[config.mk]
export PLATFORM = sky130hd
export DESIGN_NAME = slice_column_renderer
export DESIGN_NICKNAME = d
export VERILOG_FILES = /design/src/rtl/slice_column_renderer.sv
export SDC_FILE = /design/constraint.sdc
export NUM_CORES = 1
export LEC_CHECK = 0
export BUFFER_PORTS_ARGS = -buffer_cell sky130_fd_sc_hd__clkbuf_2
export CAP_MARGIN = 20
export CORE_MARGIN = 5
export CORE_UTILIZATION = 55
export CTS_CLUSTER_DIAMETER = 50
export DETAILED_ROUTE_END_ITERATION = 10
export HOLD_SLACK_MARGIN = 0.06
export PLACE_DENSITY_LB_ADDON = 0.3
export SYNTH_ARGS = -nofsm -noshare
export SYNTH_HDL_FRONTEND = slang
export SYNTH_SLANG_ARGS = --single-unit
[constraint.sdc]
create_clock -name clock -period 3.7 [get_ports clock]
set_input_delay 0.74 -clock clock [delete_from_list [all_inputs] [get_ports clock]]
set_output_delay 0.74 -clock clock [all_outputs]
set_load 0.1 [all_outputs]
[src/rtl/slice_column_renderer.sv]
// Frame sequencer and column painter: requests a wall height per screen column from the
// slice calculator, then plots one ceiling/wall/floor column of pixels per clock.
module slice_column_renderer #(
    parameter int unsigned ScreenW     = 160,
    parameter int unsigned ScreenH     = 120,
    parameter int unsigned CalcTimeout = 255,
    parameter logic [2:0]  CeilColour  = 3'b001,
    parameter logic [2:0]  WallColour  = 3'b100,
    parameter logic [2:0]  FloorColour = 3'b010
) (
    input  logic       clock,
    input  logic       resetn,
    input  logic       start_frame,
    input  logic [6:0] slice_size,
    input  logic       end_calc,
    output logic       begin_calc,
    output logic [7:0] column_count,
    output logic [7:0] x,
    output logic [6:0] y,
    output logic [2:0] colour,
    output logic       plot,
    output logic       busy,
    output logic       frame_done
);

    localparam logic [7:0] LastCol    = 8'(ScreenW - 1);
    localparam logic [6:0] LastRow    = 7'(ScreenH - 1);
    localparam logic [6:0] MaxH       = 7'(ScreenH);
    localparam logic [7:0] TimeoutCnt = 8'(CalcTimeout);

    typedef enum logic [2:0] {
        StIdle,
        StStart,
        StWaitCalc,
        StLatch,
        StDraw,
        StNext,
        StDone
    } state_e;

    state_e     state_q, state_d;
    logic [7:0] col_q, col_d;
    logic [7:0] wait_q, wait_d;
    logic [6:0] h_raw_q, h_raw_d;
    logic [6:0] top_q, top_d;
    logic [6:0] bot_q, bot_d;
    logic [6:0] row_q, row_d;
    logic [6:0] h_clamp;

    logic       begin_calc_q, begin_calc_d;
    logic [7:0] x_q, x_d;
    logic [6:0] y_q, y_d;
    logic [2:0] colour_q, colour_d;
    logic       plot_q, plot_d;
    logic       busy_q, busy_d;
    logic       frame_done_q, frame_done_d;

    assign h_clamp = (h_raw_q > MaxH) ? MaxH : h_raw_q;

    always_comb begin
        state_d = state_q;
        col_d   = col_q;
        wait_d  = wait_q;
        h_raw_d = h_raw_q;
        top_d   = top_q;
        bot_d   = bot_q;
        row_d   = row_q;

        unique case (state_q)
            StIdle: begin
                col_d = 8'd0;
                if (start_frame) begin
                    state_d = StStart;
                end
            end
            StStart: begin
                wait_d  = 8'd0;
                state_d = StWaitCalc;
            end
            StWaitCalc: begin
                // First cycle ignores end_calc: it may still be high from the previous column.
                if (wait_q == 8'd0) begin
                    wait_d = 8'd1;
                end else if (end_calc) begin
                    h_raw_d = slice_size;
                    state_d = StLatch;
                end else if (wait_q == TimeoutCnt) begin
                    h_raw_d = 7'd0;
                    state_d = StLatch;
                end else begin
                    wait_d = wait_q + 8'd1;
                end
            end
            StLatch: begin
                // Odd leftover row goes to the floor because the shift rounds top down.
                top_d   = 7'(({1'b0, MaxH} - {1'b0, h_clamp}) >> 1);
                bot_d   = top_d + h_clamp;
                row_d   = 7'd0;
                state_d = StDraw;
            end
            StDraw: begin
                if (row_q == LastRow) begin
                    state_d = StNext;
                end else begin
                    row_d = row_q + 7'd1;
                end
            end
            StNext: begin
                if (col_q == LastCol) begin
                    state_d = StDone;
                end else begin
                    col_d   = col_q + 8'd1;
                    state_d = StStart;
                end
            end
            StDone: begin
                col_d   = 8'd0;
                state_d = StIdle;
            end
            default: state_d = StIdle;
        endcase
    end

    // Outputs are decoded from the current state and registered, so they lag it by a cycle.
    always_comb begin
        begin_calc_d = (state_q == StStart);
        busy_d       = (state_q != StIdle);
        plot_d       = (state_q == StDraw);
        frame_done_d = (state_q == StDone);
        x_d          = 8'd0;
        y_d          = 7'd0;
        colour_d     = 3'b000;
        if (state_q == StDraw) begin
            x_d = col_q;
            y_d = row_q;
            if (row_q < top_q) begin
                colour_d = CeilColour;
            end else if (row_q < bot_q) begin
                colour_d = WallColour;
            end else begin
                colour_d = FloorColour;
            end
        end
    end

    always_ff @(posedge clock) begin
        if (!resetn) begin
            state_q      <= StIdle;
            col_q        <= 8'd0;
            wait_q       <= 8'd0;
            h_raw_q      <= 7'd0;
            top_q        <= 7'd0;
            bot_q        <= 7'd0;
            row_q        <= 7'd0;
            begin_calc_q <= 1'b0;
            x_q          <= 8'd0;
            y_q          <= 7'd0;
            colour_q     <= 3'b000;
            plot_q       <= 1'b0;
            busy_q       <= 1'b0;
            frame_done_q <= 1'b0;
        end else begin
            state_q      <= state_d;
            col_q        <= col_d;
            wait_q       <= wait_d;
            h_raw_q      <= h_raw_d;
            top_q        <= top_d;
            bot_q        <= bot_d;
            row_q        <= row_d;
            begin_calc_q <= begin_calc_d;
            x_q          <= x_d;
            y_q          <= y_d;
            colour_q     <= colour_d;
            plot_q       <= plot_d;
            busy_q       <= busy_d;
            frame_done_q <= frame_done_d;
        end
    end

    assign begin_calc   = begin_calc_q;
    assign column_count = col_q;
    assign x            = x_q;
    assign y            = y_q;
    assign colour       = colour_q;
    assign plot         = plot_q;
    assign busy         = busy_q;
    assign frame_done   = frame_done_q;

endmodule

==> flow_metrics.env <==
export IMPL_finalSetupTns_ns=0
export IMPL_ys_ff_latch=69
export IMPL_drv_cap=0
export IMPL_dr_wl_met3_um=357
export IMPL_synth_nets=421
export IMPL_cp_arrival_ns=3.34
export IMPL_grt_pass1_wl_mm=11.75
export IMPL_clk_latency_ns=0.34
export IMPL_synth_top_cell_by_area="dfxtp_1"
export IMPL_multi_input_area_um2=1868
export IMPL_remaining_drc_errors=0
export IMPL_critical_path_endpoint="bot_q[5]"
export IMPL_worst_path_most_repeated_cell="ha_1"
export IMPL_hpwl_mm=4.777
export IMPL_r2r_start="h_raw_q[3]"
export IMPL_viasPerCell=5.535
export IMPL_grt_max_degree=38
export IMPL_path_class="reg -> reg"
export IMPL_fin_crit_sh_pct=82.57
export IMPL_cp_end_kind="flop"
export IMPL_reg2reg_setup_slack_ns=0.64
export IMPL_yosys_top_cells_area="dfxtp_1 (40%), ha_1 (7.7%), xor2_1 (4.3%), nand2_1 (3.8%), nor2_1 (3.4%)"
export IMPL_post_drt_wl_per_cell_um=13.59
export IMPL_highest_layer="met4"
export IMPL_dpl_worst_slack_ns=0.7415
export IMPL_switching_share_pct=24.60
export IMPL_synthCells=389
export IMPL_total_power_w=0.001451
export IMPL_cts_tree="done"
export IMPL_p_switching_w=0.0003569
export IMPL_ys_flop_type="dfxtp_1"
export IMPL_nets=454
export IMPL_yosysTopAreaCellShare_pct=40.26
export IMPL_synth_commonest_cells="dfxtp_1 (69), nand2_1 (35), nor2_1 (31), inv_1 (22), ha_1 (21)"
export IMPL_portBuffers=40
export IMPL_place_gp_congestion=0.8382
export IMPL_p_comb_share_pct=8.8
export IMPL_vias=2762
export IMPL_path_cells="nand4_4 > nand2_1 > ha_1 > a21boi_0 > xnor2_1 > ha_1 > o211ai_1 > o21ai_0 > a31oi_1 > or4b_1 > nand3_1"
export IMPL_start_util_pct=57.27
export IMPL_yosysMostFrequentCell="dfxtp_1"
export IMPL_die_w_um=88.98
export IMPL_slowest_delay_ns=0.61
export IMPL_synthArstFlopShare_pct=0
export IMPL_first_global_vias=2542
export IMPL_slew_limit_headroom_pct=57.53
export IMPL_syn_cell_area_um2=3431
export IMPL_num_antenna_cells=0
export IMPL_antenna_found_initial=0
export IMPL_total_leakage_power_nw=1.600
export IMPL_postCtsSetupBuffers=0
export IMPL_drt_total_wl_mm=6.780
export IMPL_critPathLaunchType="flop"
export IMPL_cts_inserted_buffers=9
export IMPL_cts_hold_buf=0
export IMPL_first_iter_violations=137
export IMPL_status="finished, final reports clean"
export IMPL_synth_cell_types=61
export IMPL_synth_edf_count=0
export IMPL_drtAntennaViolNets=0
export IMPL_yosysSeqAreaShare_pct=40.26
export IMPL_cp_depth=11
export IMPL_met1Wirelength_mm=3.173
export IMPL_p_int_w=0.001094
export IMPL_yosysWarningCount=0
export IMPL_setup_ws_ns=0.6449
export IMPL_seq_area_um2=1381
export IMPL_cts_root_buf="clkbuf_8"
export IMPL_power_density_nw_per_um2=381.6
export IMPL_clk_pin_slew_ns=0.07
export IMPL_syn_avg_cell_area_um2=8.820
export IMPL_worstMarginPinSlew_ns=0.6370
export IMPL_critPathBufInv=0
export IMPL_wl_met2_mm=3.103
export IMPL_core_um2=5991
export IMPL_nFillCells=524
export IMPL_drive_gt1_share_pct=16.27
export IMPL_rr_worst_depth=11
export IMPL_area_delta_synth_final_pct=10.80
export IMPL_path_delay_family="simple AND/OR/NAND/NOR gates"
export IMPL_cts_num_sinks=69
export IMPL_drt_pass1_iterations=5
export IMPL_cts_htree_levels=3
export IMPL_rr_endpoint="bot_q[5]"
export IMPL_grt_use_total_pct=18.84
export IMPL_overflow=0
export IMPL_pin_count=41
export IMPL_die_area_um2=7917
export IMPL_rsz0062_at_grt="false"
export IMPL_max_freq_mhz=327.3
export IMPL_setup_violations=0
export IMPL_seq_power_share_pct=52.7
export IMPL_peakVddDrop_mv=0.2112
export IMPL_report_final_slew_viol_count=0
export IMPL_worstPathMaxFanout=11
export IMPL_fp_row_count=28
export IMPL_crit_start="h_raw_q[3]"
export IMPL_pwr_share_clk_pct=38.5
export IMPL_die_height_um=88.98
export IMPL_required_ns=3.98
export IMPL_hold_class="reg -> reg"
export IMPL_post_cts_resized=0
export IMPL_finalHoldViolCount=0
export IMPL_cts_path_max_buffers=2
export IMPL_skew_ns=0.003509
export IMPL_cp_slowest_cell="dfxtp_1"
export IMPL_fin_crit_ns=3.055
[power groups by stage]
stage	sequential, W	combinational, W	clock (W)
floorplan	0.000795	0.0000931	0
global placement	0.000781	0.000125	0
detailed placement	0.000782	0.000127	0
CTS	0.000765	0.000128	0.000568
global route	0.000766	0.000143	0.000604
finish	0.000765	0.000128	0.000558
[layout by cell type, fill, tap and decap left out, types with 6 or more instances in the layout]
cell type / instances
dfxtp_1: 69
clkbuf_2: 40
nand2_1: 35
nor2_1: 31
inv_1: 22
ha_1: 21
a21oi_1: 18
and3_1: 18
xor2_1: 17
o21ai_0: 16
nor2b_1: 13
nand3_1: 13
and2_1: 9
clkbuf_8: 9
nand4_1: 7
a22oi_1: 7
nand2b_1: 6
[how the worst min path moves through the flow]
stage	start	cells past startpoint	to
after floorplan	top_q[6]	2	top_q[6]
after global placement	top_q[6]	2	top_q[6]
after detailed placement	top_q[6]	2	top_q[6]
after CTS	top_q[6]	2	top_q[6]
after global routing	top_q[0]	2	top_q[0]
final	top_q[6]	2	top_q[6]
[kinds of logic after synthesis]
logic type	share of synthesized area [%]
xor+xnor	5.106
simple gates	26.00
fa+ha+maj	7.659
flops	40.26
buf+inv	5.288
mux	0.5835
compound gates	15.10
[area by class of cell]
class | count | area share [%]
clock buffer | 10 | 3.357
timing repair buffer | 41 | 5.464
clock inverter | 3 | 1.053
multi-input combinational | 279 | 49.14
sequential | 69 | 36.34
inverter | 22 | 2.172
tap | 75 | 2.469
[metal layers]
layer  track usage [%]  up-vias
met5                 0        -
met4             8.796        0
met3             4.055       16
met2             30.36       78
met1             24.09     1247
li1                  -     1421
[worst min-delay path, stage by stage, from the launching register on]
cell	delay (ns)
dfxtp_1	0.30
inv_1	0.06
nor2_1	0.04
[through the flow]
step | instance area (um^2) | instances | hold WS [ns] | util (%)
3_5_place_dp | 3633 | 486 | 0.4387 | 60.65
4_1_cts | 3801 | 499 | 0.4494 | 63.45
2_1_floorplan | 3431 | 389 | 0.4220 | -
3_3_place_gp | 3633 | 486 | 0.4293 | 60.65
5_1_grt | 3801 | 499 | 0.4833 | 63.45
6_report | 3801 | 499 | 0.4438 | 63.45
[state kept, by name (all words and copies together) (netlist names), 7 cells and up]
| signal | cells |
|---|---|
| column_count | 8 |
| wait_q | 8 |
| x | 8 |
| bot_q | 7 |
| h_raw_q | 7 |
| row_q | 7 |
| top_q | 7 |
| y | 7 |
No activity file was read; power rests on OpenSTA's default activity.
